**src/rtl/sig_round_pipe.sv**
```systemverilog
// sig_round_pipe: two-stage valid/ready significand rounder (RZ/RNE/RUP/RDN) for single/double,
//   plus half precision when SIGRND_HALF_EN is defined. Latency 2 cycles, throughput 1/cycle.
// Backpressure: each stage stalls while its successor is full and not draining; in_ready is combinational.
module sig_round_pipe #(
  parameter int FW   = 55,
  parameter int PD   = 53,
  parameter int PS   = 24,
  parameter int PH   = 11,
  parameter int TAGW = 4
) (
  input  logic            clk,
  input  logic            rst,
  input  logic            in_valid,
  output logic            in_ready,
  input  logic            in_s,
  input  logic [1:0]      in_fmt,
  input  logic [1:0]      in_rm,
  input  logic [FW-1:0]   in_f,
  input  logic [TAGW-1:0] in_tag,
  output logic            out_valid,
  input  logic            out_ready,
  output logic [PD:0]     out_sig,
  output logic            out_inx,
  output logic [TAGW-1:0] out_tag
);

  // Stage-1 state: truncated significand, the increment already weighted at the
  // result LSB position, the inexact flag and the tag.
  logic            s1_v;
  logic [PD:0]     s1_sig;
  logic [PD:0]     s1_add;
  logic            s1_inx;
  logic [TAGW-1:0] s1_tag;
  logic            s2_v;

  logic            s1_adv;
  logic            s2_adv;

  logic [PD:0]     sel_sig;
  logic [PD:0]     sel_step;
  logic            sel_l;
  logic            sel_r;
  logic            sel_st;
  logic            bad_fmt;
  logic            inc;
  logic [PD:0]     add;

  // A stage may load when it is empty or its content leaves this cycle.
  assign s2_adv    = ~s2_v | out_ready;
  assign s1_adv    = ~s1_v | s2_adv;
  assign in_ready  = s1_adv;
  assign out_valid = s2_v;

  // Precision selection and increment decision; anything not a supported format rounds as double.
  always_comb begin
    sel_sig  = '0;
    sel_step = '0;
    sel_l    = 1'b0;
    sel_r    = 1'b0;
    sel_st   = 1'b0;
    bad_fmt  = 1'b0;
    inc      = 1'b0;
    case (in_fmt)
      2'b00: begin
        sel_sig[PD-1 -: PS] = in_f[FW-1 -: PS];
        sel_step[PD-PS]     = 1'b1;
        sel_l               = in_f[FW-PS];
        sel_r               = in_f[FW-PS-1];
        sel_st              = |in_f[FW-PS-2:0];
      end
`ifdef SIGRND_HALF_EN
      2'b10: begin
        sel_sig[PD-1 -: PH] = in_f[FW-1 -: PH];
        sel_step[PD-PH]     = 1'b1;
        sel_l               = in_f[FW-PH];
        sel_r               = in_f[FW-PH-1];
        sel_st              = |in_f[FW-PH-2:0];
      end
`endif
      default: begin
        sel_sig[PD-1:0] = in_f[FW-1 -: PD];
        sel_step[0]     = 1'b1;
        sel_l           = in_f[FW-PD];
        sel_r           = in_f[FW-PD-1];
        sel_st          = |in_f[FW-PD-2:0];
        bad_fmt         = (in_fmt != 2'b01);
      end
    endcase
    case (in_rm)
      2'b00:   inc = 1'b0;
      2'b01:   inc = sel_r & (sel_l | sel_st);
      2'b10:   inc = ~in_s & (sel_r | sel_st);
      default: inc = in_s & (sel_r | sel_st);
    endcase
    add = inc ? sel_step : '0;
  end

  // Stage 1: capture the truncated operand on an input transfer.
  always_ff @(posedge clk or posedge rst) begin
    if (rst) begin
      s1_v   <= 1'b0;
      s1_sig <= '0;
      s1_add <= '0;
      s1_inx <= 1'b0;
      s1_tag <= '0;
    end else if (s1_adv) begin
      s1_v <= in_valid;
      if (in_valid) begin
        s1_sig <= sel_sig;
        s1_add <= add;
        s1_inx <= sel_r | sel_st | bad_fmt;
        s1_tag <= in_tag;
      end
    end
  end

  // Stage 2: apply the increment; a carry out of the significand lands in bit PD.
  always_ff @(posedge clk or posedge rst) begin
    if (rst) begin
      s2_v    <= 1'b0;
      out_sig <= '0;
      out_inx <= 1'b0;
      out_tag <= '0;
    end else if (s2_adv) begin
      s2_v <= s1_v;
      if (s1_v) begin
        out_sig <= s1_sig + s1_add;
        out_inx <= s1_inx;
        out_tag <= s1_tag;
      end
    end
  end

endmodule
```
**config.mk**
```make
export PLATFORM = sky130hd
export DESIGN_NAME = sig_round_pipe
export DESIGN_NICKNAME = d
export VERILOG_FILES = /design/src/rtl/sig_round_pipe.sv
export SDC_FILE = /design/constraint.sdc
export NUM_CORES = 1
export LEC_CHECK = 0
export CAP_MARGIN = 15
export CORE_ASPECT_RATIO = 2
export CORE_UTILIZATION = 54
export CTS_CLUSTER_DIAMETER = 120
export DETAILED_ROUTE_END_ITERATION = 10
export GPL_TIMING_DRIVEN = 0
export PLACE_DENSITY = 0.91
export SKIP_LAST_GASP = 1
export SLEW_MARGIN = 10
export SYNTH_ARGS = -nofsm -noshare
export SYNTH_HDL_FRONTEND = slang
export SYNTH_SLANG_ARGS = --single-unit
```
**constraint.sdc**
```tcl
create_clock -name clk -period 8.7 [get_ports clk]
set_clock_uncertainty 0.2 [all_clocks]
set_input_delay 2.175 -clock clk [delete_from_list [all_inputs] [get_ports clk]]
set_output_delay 2.175 -clock clk [all_outputs]
set_load 0.005 [all_outputs]
```
Word level (Yosys, flattened, before mapping)
Index checks and enable logic that the tools add are counted.
- register bits after elaboration: 173
- input port bits: 68
- output and inout bits: 61
- word-level logic and storage cells: 38
- $add $sub $neg: 1
- equal/unequal tests: 3
- mux-type cells: 9
- bitwise logic cells: 11
- reductions and logical operators: 5
- operators with widths (cell ; count):
    53-bit by 54-bit adder with 54-bit output ; 1
    30-bit two-way mux ; 1
    30-bit OR reduction ; 1
    29-bit two-way mux ; 1
    1-bit two-way mux ; 6
    1-bit OR ; 5
    2-bit zero test ; 2
    2-bit AND reduction ; 2
    1-bit bitwise AND ; 3
    1-bit NOT ; 3
    1-bit one-hot mux with 3 select lines ; 1
    2-bit by 1-bit equality test with 1-bit output, second input constant ; 1
    2-bit equality test, second input constant ; 1
    2-bit by 1-bit != test with 1-bit output, second input constant ; 1

Longest topological paths before layout
Gate-level depths: netlist of run 1.
- word-level depth: 6
- mapped depth: 8
- depth with buffers taken out: 7

Worst setup path after synthesis of run 1
OpenSTA, ideal clock, no wires.
- path type: input to output
- start: input port out_ready
- end: output port in_ready
- arrival time: 2.354 ns
- required time: 6.325 ns
- setup slack: 3.971 ns
- stages on the path: 1
- buffers on the path: 0
- path through: nand3b_1
- longest elaborated chain between the ends: 2
- RTL lines (element ; RTL line ; RTL):
    start: declaration ; 21 ; input logic out_ready,
    1-bit OR ; 49 ; assign s2_adv = ~s2_v | out_ready;
    1-bit OR ; 50 ; assign s1_adv = ~s1_v | s2_adv;
    end: declaration ; 14 ; output logic in_ready,
Every way passes these cells.

Worst setup path in the final report of run 1
Ends and elaborated chain as after synthesis.

==> results of run 1 <==
==> cell type report <==
class                           instances  area [µm²]
Sequential cell                       121        3030
Multi-Input combinational cell        432        2520
Fill cell                             685        2420
Timing Repair Buffer                  129        1310
Clock buffer                           19         453
Tap cell                              135         169
Clock inverter                         13         168
Buffer                                 30         120
Inverter                                8        35.0
==> synthesized netlist by cell type (2+ instances only) <==
cell type / count
nand2_1: 131
dfrtp_1: 121
o21ai_0: 75
nor2_1: 31
clkbuf_1: 28
mux2_2: 28
a31oi_1: 21
nand3_1: 19
xor2_1: 17
nand4_1: 15
or3_1: 14
xnor2_1: 13
nor4_1: 12
and3_1: 8
inv_1: 8
o31ai_1: 6
or4_1: 5
nor3_1: 4
and2_1: 3
and4_1: 3
ha_1: 3
nand2b_1: 3
a32o_1: 2
nand3_2: 2
nor4_4: 2
or3b_2: 2
==> worst min-delay path: cells and delay by family (launching register included) <==
kind          cells  cell delay (ns)
flops             1             0.34
simple gates      2             0.11
==> cells in the final DEF, fill, tap and decap left out, types with 3 or more instances in the layout <==
master,n
nand2_1,131
clkdlybuf4s50_1,128
dfrtp_1,121
o21ai_0,75
nor2_1,31
clkbuf_1,28
mux2_2,28
a31oi_1,21
nand3_1,19
xor2_1,17
clkbuf_16,17
nand4_1,15
or3_1,14
xnor2_1,13
nor4_1,12
and3_1,8
inv_1,7
o31ai_1,6
or4_1,5
clkinvlp_4,5
nor3_1,4
inv_6,4
nand2b_1,3
and2_1,3
and4_1,3
ha_1,3
bufinv_16,3
==> sequential cells by signal (all words and copies together) (netlist names) <==
signal	flops
out_inx	1
s1_inx	1
s1_v	1
out_sig	54
s1_tag	4
out_tag	4
s1_sig	53
out_valid	1
s1_add	2
==> routing by layer <==
metal	wire length, µm	GRT usage	up-vias
met5	0	0	-
met2	9020	0.549	274
met1	5320	0.320	2627
li1	-	-	2377
met4	1180	0.234	0
met3	982	0.0947	93
==> kinds of logic after synthesis <==
kind of cell             count (synthesis)
AND/OR/NAND/NOR                        259
flip-flops                             121
XOR/XNOR                                30
adder cells (fa/ha/maj)                  3
AO/OA/AOI/OAI                          111
buffers and inverters                   38
multiplexers                            29
==> power groups by stage <==
stage	combinational, W	sequential, W	clock [W]
finish	0.000347	0.000742	0.000735
global route	0.000379	0.000752	0.000764
CTS	0.000348	0.000739	0.000737
detailed placement	0.000344	0.000747	0
global placement	0.000327	0.000740	0
floorplan	0.000143	0.000735	0
==> stage by stage <==
stage	std cells	util	total power (W)
global route	887	0.763	0.00190
floorplan	591	-	0.000878
finish	887	0.763	0.00182
global placement	854	0.699	0.00107
detailed placement	855	0.703	0.00109
CTS	887	0.763	0.00182
==> how the worst min path moves through the flow <==
stage / end / slack [ns] / cells past startpoint
2_1_floorplan: out_tag[0] / 0.23 / 2
3_3_place_gp: out_tag[1] / 0.25 / 2
3_5_place_dp: out_inx / 0.26 / 2
4_1_cts: out_sig[1] / 0.28 / 2
5_1_grt: out_tag[2] / 0.30 / 2
6_report: out_tag[2] / 0.28 / 2
==> results.txt, run 1 <==
----------------------------------------------------
[Outcome]
  Status ... completed

[Critical path]
  Required arrival time at the worst endpoint ... 6.33 ns
  Slowest cell on crit path ... clkdlybuf4s50_1
  Worst path cell trace ... clkdlybuf4s50_1, nand3b_1, clkdlybuf4s50_1
  Instance count on the critical path ... 3
  Capture point of the worst reg-to-reg path ... out_sig[36]
  Worst setup SP type ... primary input
  Dominant delay contributor by cell family on the critical path ... buffers and inverters
  Worst setup path class ... primary input to primary output
  Longest individual stage delay on the worst path ... 0.53 ns
  Most prevalent standard cell on the critical path ... clkdlybuf4s50_1
  CP startpoint ... out_ready
  Slack of the worst reg-to-reg path ... 5.43 ns
  Worst setup EP type ... primary output
  End point of the critical path ... in_ready
  Length in cells of the worst reg-to-reg path ... 8
  Critical path arrival ... 3.33 ns
  Worst path bufs/invs ... 2
  Startpoint of the worst register-to-register path ... s1_add[0]
  Maximum fanout along the worst path ... 3

[Floorplanning]
  Die Area ... 11000 µm²
  Horiz. Die Dim ... 74.6 µm
  Cell row count ... 52
  Total I/O pin count ... 129
  Y dimension of the die ... 147 µm
  Placeable core region ... 10200 µm²
  Initial core utilization ... 0.557

[Synth]
  Post-synth EDFFs ... 0
  Post-synthesis compound-gate area fraction ... 0.111
  Asr flop ratio synth ... 1.00
  Simple-gate share of the synthesized area ... 0.221
  Top cell type by total area after synthesis ... dfrtp_1
  Prevailing post-synth register cell ... dfrtp_1
  Synth Net Count ... 662
  Multiplexer fraction of the synthesized cell area ... 0.0571
  Yosys warning total ... 0
  XOR/XNOR share of the synthesized area ... 0.0461
  Number of storage elements in the synthesis netlist ... 121
  Synthesized cell area ... 5690 µm²
  Sequential cell area fraction in the yosys report ... 0.532
  Adder and majority gate portion of the synthesized area ... 0.00659
  Number of different library cells in the post-synthesis netlist ... 41
  Area share of the leading cell type in the synthesized netlist ... 0.532
  Syn avg cell area ... 9.63 µm²
  Leading post-synthesis cells by cell area ... dfrtp_1 53%, nand2_1 8.6%, o21ai_0 6.6%, mux2_2 5.5%, xor2_1 2.6%
  Largest family of logic cells by synthesized area ... simple AND/OR/NAND/NOR gates
  Syn Inst Count ... 591

[Placed design]
  DPL Wire Length ... 12100 µm
  Cell area after placement ... 7180 µm²
  Placer's final routability congestion estimate ... 0.913
  Buffers on Ports ... 128
  Worst setup slack before clock tree synthesis ... 3.00 ns

[Clock tree]
  CTS tree ... yes
  Insertion delay of the later-clocked pin in the worst-skew pair ... 0.42 ns
  CTS root buffer ... clkbuf_16
  Buffers from clock root to sink, at most ... 2
  Number of buffers added by the clock tree synthesis step ... 17
  Setup Buffers After CTS ... 0
  H-tree lvl count ... 4
  Clock Pin Slew Worst Setup and Hold Paths ... 0.06 ns
  Clock sink count ... 121
  Hold buffer count at cts ... 0
  # resized after CTS ... 0

[Detailed routing]
  Residual antenna-violating net count after detailed routing ... 0
  WL per Instance ... 18.6 µm
  Detailed Route Iter0 Violations ... 428
  Total DRC errors in the routed layout ... 0
  TritonRoute pass-1 iters ... 5
  Average vias per placed instance ... 6.06
  Final wirelength ... 16500 µm
  Via total after detailed routing ... 5371

[Power and ir drop]
  Internal power contribution ... 0.00132 W
  Clock power share ... 0.403
  Switching share of power ... 0.276
  Reported net switching power ... 0.000503 W
  Peak supply drop ... 0.206 mV
  Part of the total power dissipated in sequential elements ... 0.407
  Standby leakage power ... 3.19 nW
  Relative contribution of combinational cells to total power ... 0.190
  Power density normalized to cell area ... 234 nW/µm²

[Timing]
  Worst setup slack after layout ... 3.00 ns
  Final Setup Violations ... 0
  Final-layout worst hold slack ... 0.277 ns
  Final sum of negative setup slack ... 0 ns
  Post-route fraction of the period consumed by the critical path ... 0.655
  Total count of hold-check failures in the final report ... 0
  Max-slew violations ... 0
  Normalized max-slew margin ... 0.416
  Fmax ... 0.175 GHz
  Slew at the pin closest to its max-slew limit ... 0.868 ns
  Shortest clock period the worst path allows after layout ... 5.70 ns
  Unrepaired setup endpoints after global routing ... false

[GRT]
  Initial antenna violation count ... 0
  Maximum number of pins on one net before global-route repair ... 62
  Wire length of the first global-routing pass ... 26300 µm
  Combined global-route utilization of all metal layers ... 0.324
  Vias in the first global route ... 5529
  Overflow after GRT ... 0

[Cells and area]
  Number of nets in the final layout ... 810
  Count of inserted antenna diode cells ... 0
  Growth of design area from synthesis to finish ... 36.9%
  Fraction of layout cells with a size suffix above 1 ... 0.0984
  Final design instance area without fill ... 7800 µm²

[Hold path]
  Path type of the worst min-delay path ... flip-flop to flip-flop
  Startpoint of the worst hold path ... s1_tag[2]

[Run]
  Max-cap violations ... 0

----------------------------------------------------
(Power assumes the default switching activity.)
==> run 2, diff against run 1 <==
--- a/config.mk
+++ b/config.mk
@@ -7,11 +7,11 @@
 export LEC_CHECK = 0
 export CAP_MARGIN = 15
 export CORE_ASPECT_RATIO = 2
-export CORE_UTILIZATION = 54
+export CORE_UTILIZATION = 51
 export CTS_CLUSTER_DIAMETER = 120
 export DETAILED_ROUTE_END_ITERATION = 10
 export GPL_TIMING_DRIVEN = 0
-export PLACE_DENSITY = 0.91
+export PLACE_DENSITY = 0.87
 export SKIP_LAST_GASP = 1
 export SLEW_MARGIN = 10
 export SYNTH_ARGS = -nofsm -noshare
==> constraint.sdc (replaced) <==
create_clock -name clk -period 5.3 [get_ports clk]
set_clock_uncertainty 0.2 [all_clocks]
set_input_delay 1.325 -clock clk [delete_from_list [all_inputs] [get_ports clk]]
set_output_delay 1.325 -clock clk [all_outputs]
set_load 0.005 [all_outputs]
==> run 2 against run 1 <==
  * Final cell count increased by 0.45%
  * Worst hold slack lost 0.012 ns
  * First-iteration DRC count grew 17%
  * Via count is 0.91% lower
  * Register-to-register slack worse by 3.4 ns
  * Worst setup slack lost 1.7 ns
  * Non-clock buffer count unchanged
  * Clock-buffer cell count up 3
==> results.txt, run 2 (synthesized netlist as in run 1, its figures left out) <==
----------------------------------------------------
[Outcome]
  Status ... completed

[Detailed routing]
  Total DRC errors in the routed layout ... 0 (unchanged)
  Via total after detailed routing ... 5322 (-0.91%)
  Average vias per placed instance ... 5.97 (-1.4%)
  Detailed Route Iter0 Violations ... 499 (+17%)
  WL per Instance ... 18.8 µm (+0.86%)
  TritonRoute pass-1 iters ... 7 (+2)
  Residual antenna-violating net count after detailed routing ... 0 (unchanged)
  Final wirelength ... 16700 µm (+1.3%)

[Floorplanning]
  Horiz. Die Dim ... 76.7 µm (+2.8%)
  Total I/O pin count ... 129 (unchanged)
  Y dimension of the die ... 151 µm (+2.9%)
  Placeable core region ... 10900 µm² (+6.5%)
  Initial core utilization ... 0.523 (-0.0340)
  Die Area ... 11600 µm² (+5.8%)
  Cell row count ... 54 (+3.8%)

[Clock tree]
  CTS root buffer ... clkbuf_16
  Number of buffers added by the clock tree synthesis step ... 17 (unchanged)
  H-tree lvl count ... 4 (unchanged)
  Clock sink count ... 121 (unchanged)
  Insertion delay of the later-clocked pin in the worst-skew pair ... 0.42 ns (about the same)
  Hold buffer count at cts ... 0 (unchanged)
  CTS tree ... yes
  # resized after CTS ... 0 (unchanged)
  Clock Pin Slew Worst Setup and Hold Paths ... 0.05 ns (about the same)
  Setup Buffers After CTS ... 0 (unchanged)
  Buffers from clock root to sink, at most ... 2 (unchanged)

[Cells and area]
  Fraction of layout cells with a size suffix above 1 ... 0.0945 (-0.00386)
  Number of fillers in the final layout ... 764 (+12%)
  Largest registers ... out_sig x54, s1_sig x53
  Number of nets in the final layout ... 810 (unchanged)
  Commonest cells after routing, fill and taps aside ... 131 x nand2_1, 128 x clkdlybuf4s50_1, 121 x dfrtp_1
  Most flop-heavy register ... out_sig
  Number of non-filler instances in the completed layout ... 891 (+0.45%)
  Count of inserted antenna diode cells ... 0 (unchanged)
  Growth of design area from synthesis to finish ... 37.0% (about the same)
  Commonest non-fill, non-tap cell in the layout ... nand2_1
  Largest register FFs ... 54 (unchanged)

[Hold path]
  Path type of the worst min-delay path ... flip-flop to flip-flop

[Placed design]
  Placer's final routability congestion estimate ... 0.920 (+0.74%)
  Buffers on Ports ... 128 (unchanged)
  Inst Count DP ... 860 (+0.58%)
  DPL Wire Length ... 12000 µm (-0.85%)

[Power and ir drop]
  Standby leakage power ... 3.22 nW (+0.65%)
  Peak supply drop ... 0.314 mV (+53%)
  Power density normalized to cell area ... 386 nW/µm² (+65%)

[Run]
  Max-cap violations ... 0 (unchanged)

[Timing]
  Final Setup Violations ... 0 (unchanged)
  Post-route fraction of the period consumed by the critical path ... 0.752
  Max-slew violations ... 0 (unchanged)
  Fmax ... 0.251 GHz
  Total count of hold-check failures in the final report ... 0 (unchanged)
  Unrepaired setup endpoints after global routing ... false
  Shortest clock period the worst path allows after layout ... 3.98 ns
  Normalized max-slew margin ... 0.412 (-0.00388)
  Final-layout worst hold slack ... 0.264 ns (-0.0123 ns)
  Slew at the pin closest to its max-slew limit ... 0.874 ns (+0.00577 ns)

[Critical path]
  Worst setup path class ... primary input to primary output
  Worst setup SP type ... primary input
  Maximum fanout along the worst path ... 3 (unchanged)
  Slowest cell on crit path ... clkdlybuf4s50_1
  Critical path arrival ... 2.46 ns (-0.87 ns)
  Worst setup EP type ... primary output
  Worst path cell trace ... clkdlybuf4s50_1, nand3b_1, clkdlybuf4s50_1
  Longest individual stage delay on the worst path ... 0.52 ns (about the same)
  Required arrival time at the worst endpoint ... 3.77 ns (-2.56 ns)
  Most prevalent standard cell on the critical path ... clkdlybuf4s50_1

[GRT]
  Overflow after GRT ... 0 (unchanged)
  Wire length of the first global-routing pass ... 26500 µm (+0.58%)
  Vias in the first global route ... 5482 (-0.85%)
  Combined global-route utilization of all metal layers ... 0.304 (-0.0194)
  Maximum number of pins on one net before global-route repair ... 97 (+56%)
  Initial antenna violation count ... 0 (unchanged)

----------------------------------------------------
==> run 2: report_power, final <==
part	total [W]	internal (W)	switching, W
clock network	0.00122	0.000816	0.000404
logic	0.000566	0.000320	0.000246
registers	0.00122	0.00108	0.000141
==> run 2: routing by layer <==
metal | global-route usage | vias up | part of all wire
met5 | 0 | - | 0
met4 | 0.258 | 0 | 0.077
met3 | 0.0807 | 101 | 0.060
met2 | 0.552 | 316 | 0.55
met1 | 0.276 | 2526 | 0.31
li1 | - | 2379 | -
==> run 2: area by class of cell <==
class	count	area, µm²	area share
buffer	30	120	0.0154
sequential	121	3030	0.388
tap	140	175	0.0225
multi-input combinational	432	2520	0.322
inverter	8	35.0	0.00449
clock buffer	22	474	0.0608
clock inverter	9	145	0.0186
timing repair buffer	129	1310	0.168
==> run 2: worst max-delay path: cells and delay by family <==
kind	cells	cell delay, ns
simple gates	1	0.15
buf+inv	2	0.98
==> run 2: final timing paths <==
kind / from / endpoint / slack, ns / depth (start not counted)
setup / recovery: out_ready / in_ready / 1.32 / 3
hold / removal: s1_tag[3] / out_tag[3] / 0.26 / 2
setup reg to reg: s1_add[0] / out_sig[36] / 2.06 / 8
hold reg to reg: s1_tag[3] / out_tag[3] / 0.26 / 2
max in group asynchronous: rst / s1_sig[0] / 3.14 / 3
min in group asynchronous: rst / out_valid / 1.03 / 2
==> run 2: metrics by stage <==
stage | utilization | instance area, µm² | total power (W) | setup TNS (ns) | worst slack [ns]
floorplan | - | 5690 | 0.00144 | 0 | 0.561
global placement | 0.657 | 7150 | 0.00175 | -110.26 | -0.918
detailed placement | 0.660 | 7180 | 0.00179 | 0 | 1.33
CTS | 0.717 | 7800 | 0.00301 | 0 | 1.31
global route | 0.717 | 7800 | 0.00312 | 0 | 1.26
finish | 0.717 | 7800 | 0.00301 | 0 | 1.32
==> run 3, diff against run 2 <==
--- a/config.mk
+++ b/config.mk
@@ -7,11 +7,11 @@
 export LEC_CHECK = 0
 export CAP_MARGIN = 15
 export CORE_ASPECT_RATIO = 2
-export CORE_UTILIZATION = 51
+export CORE_UTILIZATION = 46
 export CTS_CLUSTER_DIAMETER = 120
 export DETAILED_ROUTE_END_ITERATION = 10
 export GPL_TIMING_DRIVEN = 0
-export PLACE_DENSITY = 0.87
+export PLACE_DENSITY = 0.83
 export SKIP_LAST_GASP = 1
 export SLEW_MARGIN = 10
 export SYNTH_ARGS = -nofsm -noshare
==> constraint.sdc (replaced) <==
create_clock -name clk -period 3.6 [get_ports clk]
set_clock_uncertainty 0.2 [all_clocks]
set_input_delay 0.9 -clock clk [delete_from_list [all_inputs] [get_ports clk]]
set_output_delay 0.9 -clock clk [all_outputs]
set_load 0.005 [all_outputs]
==> run 3 against run 2 <==
  * Combinational power rose by 47%
  * Final area about the same
  * Sequential cell count unchanged
  * Clock power increased by 35%
  * Core utilization is 7.4 points lower
  * Worst hold slack improved by 0.011 ns
  * Die area grew 11%
  * First-iteration DRC count fell by 41%
  * Critical path depth grew 5
  * Routed wire length down 3.2%
  * Sequential share of layout area hardly changed
  * Highest routed layer unchanged
==> results.txt, run 3 (synthesized netlist as in run 1, its figures left out) <==
----------------------------------------------------
[Critical path]
  Worst setup SP type ... flip-flop
  Required arrival time at the worst endpoint ... 3.74 ns (-0.03 ns)
  Maximum fanout along the worst path ... 10 (+7)
  Worst setup path class ... flip-flop to flip-flop
  Worst setup EP type ... flip-flop
  Length in cells of the worst reg-to-reg path ... 8 (unchanged)
  Critical path arrival ... 3.40 ns (+0.94 ns)

[Timing]
  Max-slew violations ... 0 (unchanged)
  Shortest clock period the worst path allows after layout ... 3.26 ns
  Final-layout worst hold slack ... 0.276 ns (+0.0111 ns)
  Final sum of negative setup slack ... 0 ns (unchanged)
  Post-route fraction of the period consumed by the critical path ... 0.906
  Unrepaired setup endpoints after global routing ... false
  Fmax ... 0.307 GHz
  Final Setup Violations ... 0 (unchanged)
  Worst setup slack after layout ... 0.339 ns (-0.976 ns)
  Slew at the pin closest to its max-slew limit ... 0.820 ns (-0.0539 ns)
  Normalized max-slew margin ... 0.448 (+0.0363)
  Total count of hold-check failures in the final report ... 0 (unchanged)

[Cells and area]
  Most flop-heavy register ... out_sig
  Growth of design area from synthesis to finish ... 37.0% (about the same)
  Largest registers ... out_sig x54, s1_sig x53
  Count of inserted antenna diode cells ... 0 (unchanged)
  Largest register FFs ... 54 (unchanged)
  Number of nets in the final layout ... 812 (+0.25%)
  Fraction of layout cells with a size suffix above 1 ... 0.0996 (+0.00506)
  Commonest cells after routing, fill and taps aside ... 131 x nand2_1, 128 x clkdlybuf4s50_1, 121 x dfrtp_1
  Number of fillers in the final layout ... 1000 (+31%)
  Commonest non-fill, non-tap cell in the layout ... nand2_1

[Floorplanning]
  Placeable core region ... 12100 µm² (+11%)
  Horiz. Die Dim ... 80.7 µm (+5.2%)
  Die Area ... 12900 µm² (+11%)
  Cell row count ... 57 (+5.6%)
  Y dimension of the die ... 159 µm (+5.2%)
  Total I/O pin count ... 129 (unchanged)
  Initial core utilization ... 0.470 (-0.0538)

[GRT]
  Wire length of the first global-routing pass ... 26300 µm (-0.60%)
  Combined global-route utilization of all metal layers ... 0.272 (-0.0317)
  Overflow after GRT ... 0 (unchanged)
  Met2 routing resource usage after global routing ... 0.494 (-0.0580)
  GR Util met3 ... 0.0533 (-0.0274)
  Grt met1 use ... 0.253 (-0.0230)
  Maximum number of pins on one net before global-route repair ... 38 (-61%)
  Initial antenna violation count ... 0 (unchanged)
  Most heavily used metal layer in global routing ... met2
  Vias in the first global route ... 5713 (+4.2%)

[Detailed routing]
  Residual antenna-violating net count after detailed routing ... 0 (unchanged)
  WL per Instance ... 18.0 µm (-4.2%)
  Final wirelength ... 16200 µm (-3.2%)
  Detailed Route Iter0 Violations ... 292 (-41%)
  Average vias per placed instance ... 5.86 (-1.8%)
  TritonRoute pass-1 iters ... 5 (-2)
  Total DRC errors in the routed layout ... 0 (unchanged)
  Via total after detailed routing ... 5277 (-0.85%)

[Power and ir drop]
  Standby leakage power ... 3.18 nW (-0.95%)
  Peak supply drop ... 0.361 mV (+15%)
  Power density normalized to cell area ... 548 nW/µm² (+42%)

[Clock tree]
  Number of buffers added by the clock tree synthesis step ... 17 (unchanged)
  Insertion delay of the later-clocked pin in the worst-skew pair ... 0.42 ns (about the same)
  Clock Pin Slew Worst Setup and Hold Paths ... 0.06 ns (about the same)
  # resized after CTS ... 0 (unchanged)
  Buffers from clock root to sink, at most ... 2 (unchanged)
  Clock sink count ... 121 (unchanged)
  H-tree lvl count ... 4 (unchanged)
  Setup Buffers After CTS ... 0 (unchanged)
  Hold buffer count at cts ... 0 (unchanged)
  CTS root buffer ... clkbuf_16
  CTS tree ... yes

[Hold path]
  Path type of the worst min-delay path ... flip-flop to flip-flop
  Count of cells along the worst hold path ... 2 (unchanged)

[Placed design]
  Buffers on Ports ... 128 (unchanged)
  Placer's final routability congestion estimate ... 0.882 (-4.2%)
  DPL Wire Length ... 12200 µm (+1.7%)
  Worst setup slack before clock tree synthesis ... 0.393 ns (-0.933 ns)

[Outcome]
  Status ... completed

[Run]
  Max-cap violations ... 0 (unchanged)

----------------------------------------------------
[run 3: changes by cell type in the layout (fill, tap and decap cells not counted), sizes merged]
| cell | change |
|---|---|
| inv | +1 |
| clkinvlp | +6 |
| clkbuf | -5 |
| buf | +2 |
| bufinv | -2 |
[run 3: final timing paths]
path / startpoint / endpoint / slack [ns]
setup / recovery: s1_sig[0] / out_sig[36] / 0.34
hold / removal: out_sig[10] / out_sig[10] / 0.28
setup reg to reg: s1_sig[0] / out_sig[36] / 0.34
hold reg to reg: out_sig[10] / out_sig[10] / 0.28
max in group asynchronous: rst / s1_tag[2] / 1.66
min in group asynchronous: rst / out_sig[23] / 0.75
[run 3: layout make-up]
class / count / area, µm² / area share
plain buffers: 30 / 120 / 0.0154
flip-flops and latches: 121 / 3030 / 0.388
well taps: 147 / 184 / 0.0236
clock inverters: 14 / 151 / 0.0194
repair buffers: 131 / 1340 / 0.172
clock buffers: 17 / 425 / 0.0545
multi-input cells: 432 / 2520 / 0.323
inverters: 8 / 33.8 / 0.00433
[run 3: stage by stage]
step	power [W]	utilization	instance area, µm²	std cells
floorplan	0.00212	-	5700	591
global placement	0.00259	0.591	7160	866
detailed placement	0.00264	0.596	7220	869
CTS	0.00429	0.643	7800	900
global route	0.00446	0.643	7800	900
finish	0.00427	0.643	7800	900
[run 3: where the power goes]
part / total [W] / internal [W] / switching (W) / leakage, nW
Clock: 0.00165 / 0.00102 / 0.000629 / 0.268
Combinational: 0.000832 / 0.000474 / 0.000358 / 1.45
Sequential: 0.00180 / 0.00159 / 0.000204 / 1.47
[run 3: routing by layer]
| metal | part of all wire | wire [µm] | vias up |
|---|---|---|---|
| met5 | 0 | 0 | - |
| met4 | 0.067 | 1080 | 0 |
| met3 | 0.049 | 801 | 78 |
| met2 | 0.56 | 9070 | 266 |
| met1 | 0.32 | 5230 | 2553 |
| li1 | - | - | 2380 |
[run 3: worst max-delay path, stage by stage, from the launching register on]
cell     delay (ns)
dfrtp_1        0.36
ha_1           0.20
ha_1           0.21
nand3_2        0.20
nor4_4         0.73
a32oi_2        0.35
buf_6          0.24
or4_1          0.51
a31oi_1        0.17
